**src/rtl/osd_pkg.sv**
```systemverilog
// osd_pkg: shared latency, types, colours and helpers for the OSD overlay blocks.
package osd_pkg;

    localparam int OSD_LAT = 3;

    typedef logic [23:0] rgb888_t;

    localparam rgb888_t COLOR_WHITE = 24'hffffff;
    localparam rgb888_t COLOR_BLACK = 24'h000000;

    function automatic int font_aw(input int char_h);
        return 8 + $clog2(char_h);
    endfunction

endpackage

```
**src/rtl/osd_text_overlay_if.sv**
```systemverilog
// osd_text_overlay_if: video in/out stream plus text RAM and font ROM buses of the overlay.
interface osd_text_overlay_if #(
    parameter int ADDR_W = 8,
    parameter int CHAR_W = 8,
    parameter int FA_W   = 12
);
    logic                i_vs, i_hs, i_de;
    osd_pkg::rgb888_t    i_data;
    logic                o_vs, o_hs, o_de;
    osd_pkg::rgb888_t    o_data;
    logic                osd_enable;
    logic                text_update;
    logic                text_bank;
    logic [ADDR_W-1:0]   text_addr;
    logic [7:0]          text_data;
    logic [FA_W-1:0]     font_addr;
    logic [CHAR_W-1:0]   font_row;

    modport master (
        output i_vs, i_hs, i_de, i_data, osd_enable, text_update, text_data, font_row,
        input  o_vs, o_hs, o_de, o_data, text_bank, text_addr, font_addr
    );

    modport slave (
        input  i_vs, i_hs, i_de, i_data, osd_enable, text_update, text_data, font_row,
        output o_vs, o_hs, o_de, o_data, text_bank, text_addr, font_addr
    );
endinterface

```
**src/rtl/osd_pos_counter.sv**
```systemverilog
// osd_pos_counter: pixel x / line y counters with vs rising-edge detection.
module osd_pos_counter (
    input  logic        clk,
    input  logic        rst,
    input  logic        vs_i,
    input  logic        de_i,
    output logic [11:0] x_o,
    output logic [11:0] y_o,
    output logic        vs_rise_o
);
    logic        vs_q, de_q;
    logic [11:0] x_q, y_q, x_d, y_d;

    assign vs_rise_o = vs_i & ~vs_q;

    always_comb begin
        x_d = de_i ? x_q + 12'd1 : 12'd0;
        y_d = vs_rise_o ? 12'd0 : (de_q & ~de_i) ? y_q + 12'd1 : y_q;
    end

    always_ff @(posedge clk or posedge rst) begin
        if (rst) begin
            vs_q <= 1'b0;
            de_q <= 1'b0;
            x_q  <= '0;
            y_q  <= '0;
        end else begin
            vs_q <= vs_i;
            de_q <= de_i;
            x_q  <= x_d;
            y_q  <= y_d;
        end
    end

    assign x_o = x_q;
    assign y_o = y_q;
endmodule

```
**src/rtl/osd_text_overlay.sv**
```systemverilog
// osd_text_overlay: COLS x ROWS text grid drawn over a 24-bit video stream, fixed 3-cycle latency.
// Define OSD_BG_BLEND_EN to darken non-glyph pixels inside the text window by 50%.
module osd_text_overlay
    import osd_pkg::*;
#(
    parameter logic [11:0] X_START  = 12'd1000,
    parameter logic [11:0] Y_START  = 12'd270,
    parameter int          COLS     = 16,
    parameter int          ROWS     = 4,
    parameter int          CHAR_W   = 8,
    parameter int          CHAR_H   = 16,
    parameter int          LINE_GAP = 8,
    parameter rgb888_t     COLOR_FG = COLOR_WHITE,
    parameter int          ADDR_W   = 8
) (
    input logic               video_clk,
    input logic               rst,
    osd_text_overlay_if.slave bus
);
    localparam int          P     = CHAR_H + LINE_GAP;
    localparam int          GL_W  = $clog2(CHAR_H);
    localparam logic [11:0] X_END = 12'(int'(X_START) + COLS * CHAR_W);
    localparam logic [11:0] Y_END = 12'(int'(Y_START) + (ROWS - 1) * P + CHAR_H);
`ifdef OSD_BG_BLEND_EN
    localparam bit BLEND = 1'b1;
`else
    localparam bit BLEND = 1'b0;
`endif

    logic [11:0]       x, y, dx, dy, col, row, ly;
    logic              vs_rise, rect, win, hit;
    logic [3:0]        px;
    logic [GL_W-1:0]   gl;
    logic              bank_q, bank_d, pend_q, pend_d, valid_q, valid_d;
    logic              win1_q, rect1_q, win2_q, rect2_q, zero2_q;
    logic [3:0]        px1_q, px2_q;
    logic [GL_W-1:0]   gl1_q;
    rgb888_t           data1_q, data2_q, o_data_q, bg;
    logic [2:0]        sync1_q, sync2_q, o_sync_q;
    logic [CHAR_W-1:0] fr_sh;

    osd_pos_counter u_pos (
        .clk      (video_clk),
        .rst      (rst),
        .vs_i     (bus.i_vs),
        .de_i     (bus.i_de),
        .x_o      (x),
        .y_o      (y),
        .vs_rise_o(vs_rise)
    );

    // S0: window decode from the position counters
    always_comb begin
        dx   = x - X_START;
        dy   = y - Y_START;
        col  = dx / 12'(CHAR_W);
        px   = 4'(dx % 12'(CHAR_W));
        row  = dy / 12'(P);
        ly   = dy % 12'(P);
        gl   = ly[GL_W-1:0];
        rect = bus.i_de & valid_q & (x >= X_START) & (x < X_END) & (y >= Y_START) & (y < Y_END);
        win  = rect & (ly < 12'(CHAR_H));
    end

    // Bank flips only at a vs edge, so one frame never mixes two texts
    always_comb begin
        bank_d  = (vs_rise & (pend_q | bus.text_update)) ? ~bank_q : bank_q;
        pend_d  = vs_rise ? 1'b0 : pend_q | bus.text_update;
        valid_d = valid_q | vs_rise;
    end

    assign bus.text_addr = ADDR_W'({11'd0, bank_q} * 12'(COLS * ROWS) + row * 12'(COLS) + col);
    assign bus.font_addr = {bus.text_data, gl1_q};

    // S2: glyph bit select, MSB of font_row is the leftmost pixel
    assign fr_sh = bus.font_row << px2_q;
    assign hit   = win2_q & ~zero2_q & fr_sh[CHAR_W-1] & bus.osd_enable;
    assign bg    = (BLEND && rect2_q && bus.osd_enable) ? (data2_q >> 1) & 24'h7f7f7f : data2_q;

    always_ff @(posedge video_clk or posedge rst) begin
        if (rst) begin
            bank_q   <= 1'b0;
            pend_q   <= 1'b0;
            valid_q  <= 1'b0;
            win1_q   <= 1'b0;
            rect1_q  <= 1'b0;
            px1_q    <= '0;
            gl1_q    <= '0;
            data1_q  <= '0;
            sync1_q  <= '0;
            win2_q   <= 1'b0;
            rect2_q  <= 1'b0;
            px2_q    <= '0;
            zero2_q  <= 1'b0;
            data2_q  <= '0;
            sync2_q  <= '0;
            o_sync_q <= '0;
            o_data_q <= '0;
        end else begin
            bank_q   <= bank_d;
            pend_q   <= pend_d;
            valid_q  <= valid_d;
            win1_q   <= win;
            rect1_q  <= rect;
            px1_q    <= px;
            gl1_q    <= gl;
            data1_q  <= bus.i_data;
            sync1_q  <= {bus.i_vs, bus.i_hs, bus.i_de};
            win2_q   <= win1_q;
            rect2_q  <= rect1_q;
            px2_q    <= px1_q;
            zero2_q  <= bus.text_data == 8'd0;
            data2_q  <= data1_q;
            sync2_q  <= sync1_q;
            o_sync_q <= sync2_q;
            o_data_q <= hit ? COLOR_FG : bg;
        end
    end

    assign {bus.o_vs, bus.o_hs, bus.o_de} = o_sync_q;
    assign bus.o_data    = o_data_q;
    assign bus.text_bank = bank_q;
endmodule

```
**src/flat_wrapper.sv**
```systemverilog
// flat-port wrapper written by rule: the top's interface ports become plain ports
module osd_text_overlay_flat import osd_pkg::*;
#(
    parameter logic [11:0] X_START  = 12'd1000,
    parameter logic [11:0] Y_START  = 12'd270,
    parameter int          COLS     = 16,
    parameter int          ROWS     = 4,
    parameter int          CHAR_W   = 8,
    parameter int          CHAR_H   = 16,
    parameter int          LINE_GAP = 8,
    parameter rgb888_t     COLOR_FG = COLOR_WHITE,
    parameter int          ADDR_W   = 8
)
  (video_clk, rst, bus_i_vs, bus_i_hs, bus_i_de, bus_i_data, bus_osd_enable, bus_text_update, bus_text_data, bus_font_row, bus_o_vs, bus_o_hs, bus_o_de, bus_o_data, bus_text_bank, bus_text_addr, bus_font_addr);
  osd_text_overlay_if #(.ADDR_W(ADDR_W), .CHAR_W(CHAR_W), .FA_W(12)) bus_i ();
  input logic video_clk;
  input logic rst;
  input wire logic [$bits(bus_i.i_vs)-1:0] bus_i_vs;
  input wire logic [$bits(bus_i.i_hs)-1:0] bus_i_hs;
  input wire logic [$bits(bus_i.i_de)-1:0] bus_i_de;
  input wire logic [$bits(bus_i.i_data)-1:0] bus_i_data;
  input wire logic [$bits(bus_i.osd_enable)-1:0] bus_osd_enable;
  input wire logic [$bits(bus_i.text_update)-1:0] bus_text_update;
  input wire logic [$bits(bus_i.text_data)-1:0] bus_text_data;
  input wire logic [$bits(bus_i.font_row)-1:0] bus_font_row;
  output wire logic [$bits(bus_i.o_vs)-1:0] bus_o_vs;
  output wire logic [$bits(bus_i.o_hs)-1:0] bus_o_hs;
  output wire logic [$bits(bus_i.o_de)-1:0] bus_o_de;
  output wire logic [$bits(bus_i.o_data)-1:0] bus_o_data;
  output wire logic [$bits(bus_i.text_bank)-1:0] bus_text_bank;
  output wire logic [$bits(bus_i.text_addr)-1:0] bus_text_addr;
  output wire logic [$bits(bus_i.font_addr)-1:0] bus_font_addr;
  assign bus_i.i_vs = bus_i_vs;
  assign bus_i.i_hs = bus_i_hs;
  assign bus_i.i_de = bus_i_de;
  assign bus_i.i_data = bus_i_data;
  assign bus_i.osd_enable = bus_osd_enable;
  assign bus_i.text_update = bus_text_update;
  assign bus_i.text_data = bus_text_data;
  assign bus_i.font_row = bus_font_row;
  assign bus_o_vs = bus_i.o_vs;
  assign bus_o_hs = bus_i.o_hs;
  assign bus_o_de = bus_i.o_de;
  assign bus_o_data = bus_i.o_data;
  assign bus_text_bank = bus_i.text_bank;
  assign bus_text_addr = bus_i.text_addr;
  assign bus_font_addr = bus_i.font_addr;
  osd_text_overlay #(.X_START(X_START), .Y_START(Y_START), .COLS(COLS), .ROWS(ROWS), .CHAR_W(CHAR_W), .CHAR_H(CHAR_H), .LINE_GAP(LINE_GAP), .COLOR_FG(COLOR_FG), .ADDR_W(ADDR_W)) u_core (.video_clk(video_clk), .rst(rst), .bus(bus_i));
endmodule
```
**config.mk**
```make
export PLATFORM = sky130hd
export DESIGN_NAME = osd_text_overlay_flat
export DESIGN_NICKNAME = d
export VERILOG_FILES = /design/src/rtl/osd_pkg.sv /design/src/rtl/osd_text_overlay_if.sv /design/src/rtl/osd_pos_counter.sv /design/src/rtl/osd_text_overlay.sv /design/src/flat_wrapper.sv
export SDC_FILE = /design/constraint.sdc
export NUM_CORES = 1
export LEC_CHECK = 0
export BUFFER_PORTS_ARGS = -buffer_cell sky130_fd_sc_hd__buf_4
export CELL_PAD_IN_SITES_DETAIL_PLACEMENT = 0
export CELL_PAD_IN_SITES_GLOBAL_PLACEMENT = 1
export CORE_ASPECT_RATIO = 0.6
export CORE_UTILIZATION = 42
export CTS_BUF_LIST = sky130_fd_sc_hd__clkbuf_8
export DETAILED_ROUTE_END_ITERATION = 7
export GPL_ROUTABILITY_DRIVEN = 0
export GPL_TIMING_DRIVEN = 0
export PLACE_DENSITY_LB_ADDON = 0.1
export SYNTH_ARGS = -nofsm -noshare
export SYNTH_HDL_FRONTEND = slang
export SYNTH_SLANG_ARGS = --single-unit
```
**constraint.sdc**
```tcl
create_clock -name video_clk -period 9 [get_ports video_clk]
set_input_delay 1.35 -clock video_clk [delete_from_list [all_inputs] [get_ports video_clk]]
set_output_delay 1.35 -clock video_clk [all_outputs]
set_load 0.05 [all_outputs]
```
# Yosys cells after proc, flatten, opt, wreduce, memory -nomap -nowiden
# Index checks and enable logic that the tools add are counted.
[word_totals] register_bits=123 inputBits=47 output_inout_bits=48 elab_cells=58
[classes] add_sub_neg=6 div=2 n_lt_le_gt_ge=5 shifts=1 n_mux=5 bitwise=18 reduce_logical=2
[op_table] op="$mux 12" count=3
[op_table] op="$add 12x1->12 const B" count=2
[op_table] op="$mux 24" count=1
[op_table] op="$and 1x1->1" count=12
[op_table] op="$div 12x5->12 const B" count=1
[op_table] op="$ge 12x10->1 const B" count=1
[op_table] op="$ge 12x9->1 const B" count=1
[op_table] op="$lt 12x11->1 const B" count=1
[op_table] op="$lt 12x5->1 const B" count=1
[op_table] op="$lt 12x9->1 const B" count=1
[op_table] op="$mod 12x5->12 const B" count=1
[op_table] op="$sub 12x9->12 const B" count=1
[op_table] op="$sub 11x10->11 const B" count=1
[op_table] op="$add 7x8->8" count=1
[op_table] op="$add 8x8->8" count=1
[op_table] op="$logic_not 8->1" count=1
[op_table] op="$shl 8x3->8" count=1
[op_table] op="$not 1->1" count=4
[op_table] op="$or 1x1->1" count=2
[op_table] op="$reduce_bool 2->1" count=1
[op_table] op="$mux 1" count=1

# Logic depth before layout (Yosys ltp)
[depth] word_depth=6 ltp_mapped=31 depth_no_buf=28

# Modules after synthesis
# From an unflattened synthesis, not the netlist that was laid out.
[hier_totals] hier_cells=642 hier_area_um2=6723.9
[by_module_without_submodules] mod="osd_text_overlay" n_inst=1 cells_per_inst=514 area_per_inst_um2=5400.2 seq_area_each_um2=2427.3
[by_module_without_submodules] mod="osd_pos_counter" n_inst=1 cells_per_inst=128 area_per_inst_um2=1323.8 seq_area_each_um2=650.6

# Worst setup path before layout
# OpenSTA, ideal clock, no wires.
[synth_timing] path_type="reg2out" startpoint="register u_core.u_pos.y_q[1], in the netlist u_core.u_pos.y_o[1]" endpoint="output bus_text_addr[7]" arrival_ns=8.062 required_ns=7.650 setup_slack_ns=-0.412 stages_incl_launch_ff=30 path_buffers=2 cell_sequence="dfrtp_1 -> ha_1 -> buf_4 -> nand2b_1 -> buf_4 -> a2111oi_4 -> o31ai_1 -> o311ai_2 -> mux2_1 -> a32o_1 -> nor3_2 -> a21o_2 -> a211oi_1 -> or4_4 -> or4b_1 -> a31oi_4 -> nor2_2 -> xnor2_4 -> or3b_2 -> a41o_2 -> mux2i_1 -> xor2_1 -> o31ai_1 -> ha_1 -> ha_1 -> fa_1 -> xnor2_1 -> xnor2_1 -> xnor2_1 -> xnor2_1"
[synth_between] elab_chain_len=4
[synth_lines] element="start, declared" line_no="osd_pos_counter.sv:12" text="logic [11:0] x_q, y_q, x_d, y_d;"
[synth_lines] element="start signal, assigned" line_no="osd_pos_counter.sv:31" text="y_q <= y_d;"
[synth_lines] element="$sub 12x9->12" line_no="osd_text_overlay.sv:55" text="dy = y - Y_START;"
[synth_lines] element="$div 12x5->12" line_no="osd_text_overlay.sv:58" text="row = dy / 12'(P);"
[synth_lines] element="$add 7x8->8" line_no="osd_text_overlay.sv:72" text="assign bus.text_addr = ADDR_W'({11'd0, bank_q} * 12'(COLS * ROWS) + row * 12'(COLS) + col);"
[synth_lines] element="$add 8x8->8" line_no="osd_text_overlay.sv:72"
[synth_lines] element="end, declared" line_no="flat_wrapper.sv:31" text="output wire logic [$bits(bus_i.text_addr)-1:0] bus_text_addr;"
# Every way passes these cells.

# Worst setup path after layout
[layout_timing] startpoint="register u_core.u_pos.y_q[2], in the netlist u_core.u_pos.y_o[2]" endpoint="output bus_text_addr[7]"
# Same word-level chain as after synthesis.

==> flow_summary.ini <==
[finish]
final_cell_mix = buf_4 (149), dfrtp_1 (117), nor2_1 (46)
layout_commonest_cell = buf_4
num-nets-final = 853
final_area_sq_mm = 0.008961
drive_above_1_share_pct = 41.44
n_antenna_cell = 0
area_delta_synth_final_pct = 33.64

[sta]
finalHoldViolCount = 0
setup_viol = 1
worstMarginPinSlew_ns = 0.8546
slew_headroom_pct = 41.40
hold_slack_ns = 0.3468
setup_slack_ns = -0.3802
post-route-min-period_ns = 9.380
slew_viol_final = 0
fin_crit_sh_pct = 104.2
rsz0062_at_grt = yes
fmaxAchievable_ghz = 0.1066
finClkSkew_ns = 0.01131

[synth]
syn_nets = 697
yosys-mux-area-fraction_pct = 2.631
synth_warnings = 0
seq_area_frac_synth_pct = 45.16
synthXorXnorAreaFrac_pct = 10.02
yosysUniqueCellTypes = 102
synth_cells = 637
avgSynthCellArea_sq_um = 10.53
synth_flop_cell = dfrtp_1
synth_top_family_by_area = simple AND/OR/NAND/NOR gates
synth-edff-count = 0
synthArstFlopShare_pct = 100.0
synth_compound_area_share_pct = 15.23
synth_seq_cells = 121
synthAdderAreaFrac_pct = 2.650
synthSimpleGateAreaFrac_pct = 19.50
synth_area_sq_mm = 0.006705

[clock_network]
clock-root-buffer = clkbuf_8
clk_pin_slew_ns = 0.08
insertion_delay_ns = 0.42
ctsHoldBuffers = 0
cts_made_buffers = 17
cts_max_level = 4
cts_tree = yes
clockBufferDepth = 2
cts_sinks = 121

[power_and_ir_drop]
ir_drop_mv = 0.1079
p_sw_uw = 387.7
pwr-share-comb_pct = 17.7
power.density_mw_per_mm2 = 143.4
internal_power_uw = 897.6
p_leak_uw = 0.003742
p_sw_share_pct = 30.16
clockPowerShare_pct = 36.3
seqPwrFrac_pct = 46.0

[hold_path]
hold_end = u_core.bg[10]
hold_start = u_core.data1_q[10]
worstHoldPathCells = 0
hp-class = flop to flop

[critical_path]
cp_max_fo = 9
startpoint_type = flop
r2r_setup_slack_ns = 2.27
r2r_cells = 26
worstSetupPathType = flop to output pin
slowest_delay_ns = 0.53
critPathLaunch = u_core.u_pos.y_o[2]
crit_path_frequent_cell = buf_4
crit_required_ns = 7.65
rr_endpoint = u_core.win1_q
cp.arrival_ns = 8.03
regToRegStartpoint = u_core.u_pos.y_o[2]
crit_path_end_kind = output pin
crit_slowest_cell = a221oi_4

[grt]
grt_overflow_total = 0
grt_max_degree = 68
grt_pass1_wl_mm = 27.55
grt_pass1_vias = 5168
grt_use_total_pct = 21.89
antenna_found_initial = 0

[routing]
wl_per_cell_um = 17.46
drc = 0
ant_nets = 0
wirelength_mm = 17.62
drt_first_pass_iters = 7
num_vias = 5536
drtIter0Drc = 460
routed_via_density = 5.487

[floorplan]
dieArea_sq_mm = 0.01649
die_height_um = 99.87
io_pins = 95
die-width_um = 165.1
coreArea_sq_mm = 0.01546
start_util_pct = 43.38
num_rows = 35

[placed_design]
hpwl_mm = 12.32
placed_cell_area_sq_mm = 0.007744
portBuffers = 94

[outcome]
status = complete, but fails checks
violations = negative setup slack

[run]
maxCapViolations = 0
[cell type report]
cell class	instances	area [sq um]
sequential	121	3033
multi-input combinational	462	3850
fill	1321	6497
timing repair buffer	140	1107
clock inverter	14	137.6
inverter	15	61.31
buffer	36	270.3
clock buffer	18	247.7
tap	203	254.0
[worst max-delay path: cells and delay by family (launching register included)]
family / cells / cell delay [ns]
adders and majority gates: 4 / 0.93
buffers and inverters: 6 / 0.95
DFF: 1 / 0.46
and+or+nand+nor: 3 / 0.73
muxes: 1 / 0.35
AOI/OAI and AO/OA: 13 / 2.99
xor gates and xnor gates: 6 / 1.21
[cells by family after synthesis]
group,after synthesis
AO/OA/AOI/OAI,128
AND/OR/NAND/NOR,238
multiplexers,14
XOR/XNOR,69
flip-flops,121
buffers and inverters,54
adder cells (fa/ha/maj),13
[metal layers]
metal / wire length [um] / vias up / global-route usage, %
li1: - / 2569 / -
met1: 8844 / 2728 / 36.02
met2: 7340 / 224 / 28.74
met3: 1341 / 15 / 4.380
met4: 89 / 0 / 4.799
met5: 0 / - / 0
[sequential cells by signal, summed over array words and instances (netlist names)]
name                  count
u_core.u_pos.x_o         12
u_core.bus.o_data        24
u_core.bg                24
u_core.bus.text_bank      1
u_core.sync2_q            3
u_core.px2_q              3
u_core.o_sync_q           3
u_core.u_pos.y_o         12
u_core.px1_q              3
u_core.data1_q           24
u_core.sync1_q            3
u_core.pend_q             1
u_core.zero2_q            1
u_core.win1_q             1
u_core.gl1_q              4
u_core.valid_q            1
u_core.win2_q             1
[per-stage QoR]
step | setup slack (ns) | total power, uW | util [%] | setup TNS, ns | cells
after detailed placement | -0.8794 | 802.7 | 50.09 | -1.089 | 935
after global placement | -0.8444 | 797.6 | 49.88 | -0.9893 | 934
after global routing | -0.7066 | 1347 | 57.97 | -0.8047 | 1009
after floorplan | 0.001672 | 732.0 | - | 0 | 637
final | -0.3802 | 1285 | 57.97 | -0.3802 | 1009
after CTS | -0.3924 | 1291 | 55.91 | -0.3924 | 1001
[cell usage after synthesis (5+ instances only)]
cell | count | area, sq um
nor3_1 | 15 | 75.07
inv_1 | 14 | 52.55
buf_4 | 18 | 135.1
nand2b_1 | 5 | 31.28
and2_1 | 11 | 68.82
xnor2_1 | 46 | 402.9
o21ai_0 | 24 | 120.1
a211oi_1 | 8 | 60.06
nor2b_1 | 7 | 43.79
xor2_1 | 17 | 148.9
dfrtp_1 | 121 | 3028
o2111ai_1 | 5 | 43.79
or3_1 | 5 | 31.28
a31oi_1 | 7 | 43.79
ha_1 | 11 | 137.6
a21oi_1 | 20 | 100.1
nand2_1 | 43 | 161.4
nand3_1 | 22 | 110.1
mux2i_1 | 6 | 60.06
nor4_1 | 7 | 43.79
nand4_1 | 12 | 75.07
or2_2 | 29 | 181.4
nor2_1 | 48 | 180.2
o31ai_1 | 5 | 37.54
buf_6 | 6 | 67.56
clkbuf_1 | 11 | 41.29
[worst max path at each step]
stage          cells past startpoint                to  slack, ns
2_1_floorplan                     30  bus_text_addr[7]      0.002
3_5_place_dp                      29  bus_text_addr[7]      -0.88
3_3_place_gp                      28  bus_text_addr[7]      -0.84
6_report                          33  bus_text_addr[7]      -0.38
4_1_cts                           32  bus_text_addr[7]      -0.39
5_1_grt                           33  bus_text_addr[7]      -0.71
[repair_timing]
| item | in CTS | in global routing |
|---|---|---|
| cloned | 0 | 1 |
| endpoints found under the setup margin | 4 | 2 |
| resized for setup | 51 | 45 |
| setup buffers | 34 | 10 |
| pin swaps | 41 | 30 |
[power groups by stage]
stage	clock (uW)	combinational (uW)	sequential, uW
floorplan	0	92.2	640
global placement	0	195	602
detailed placement	0	200	602
CTS	483	217	590
global route	510	242	594
finish	467	227	591
Power figures use the tool's default switching activity.
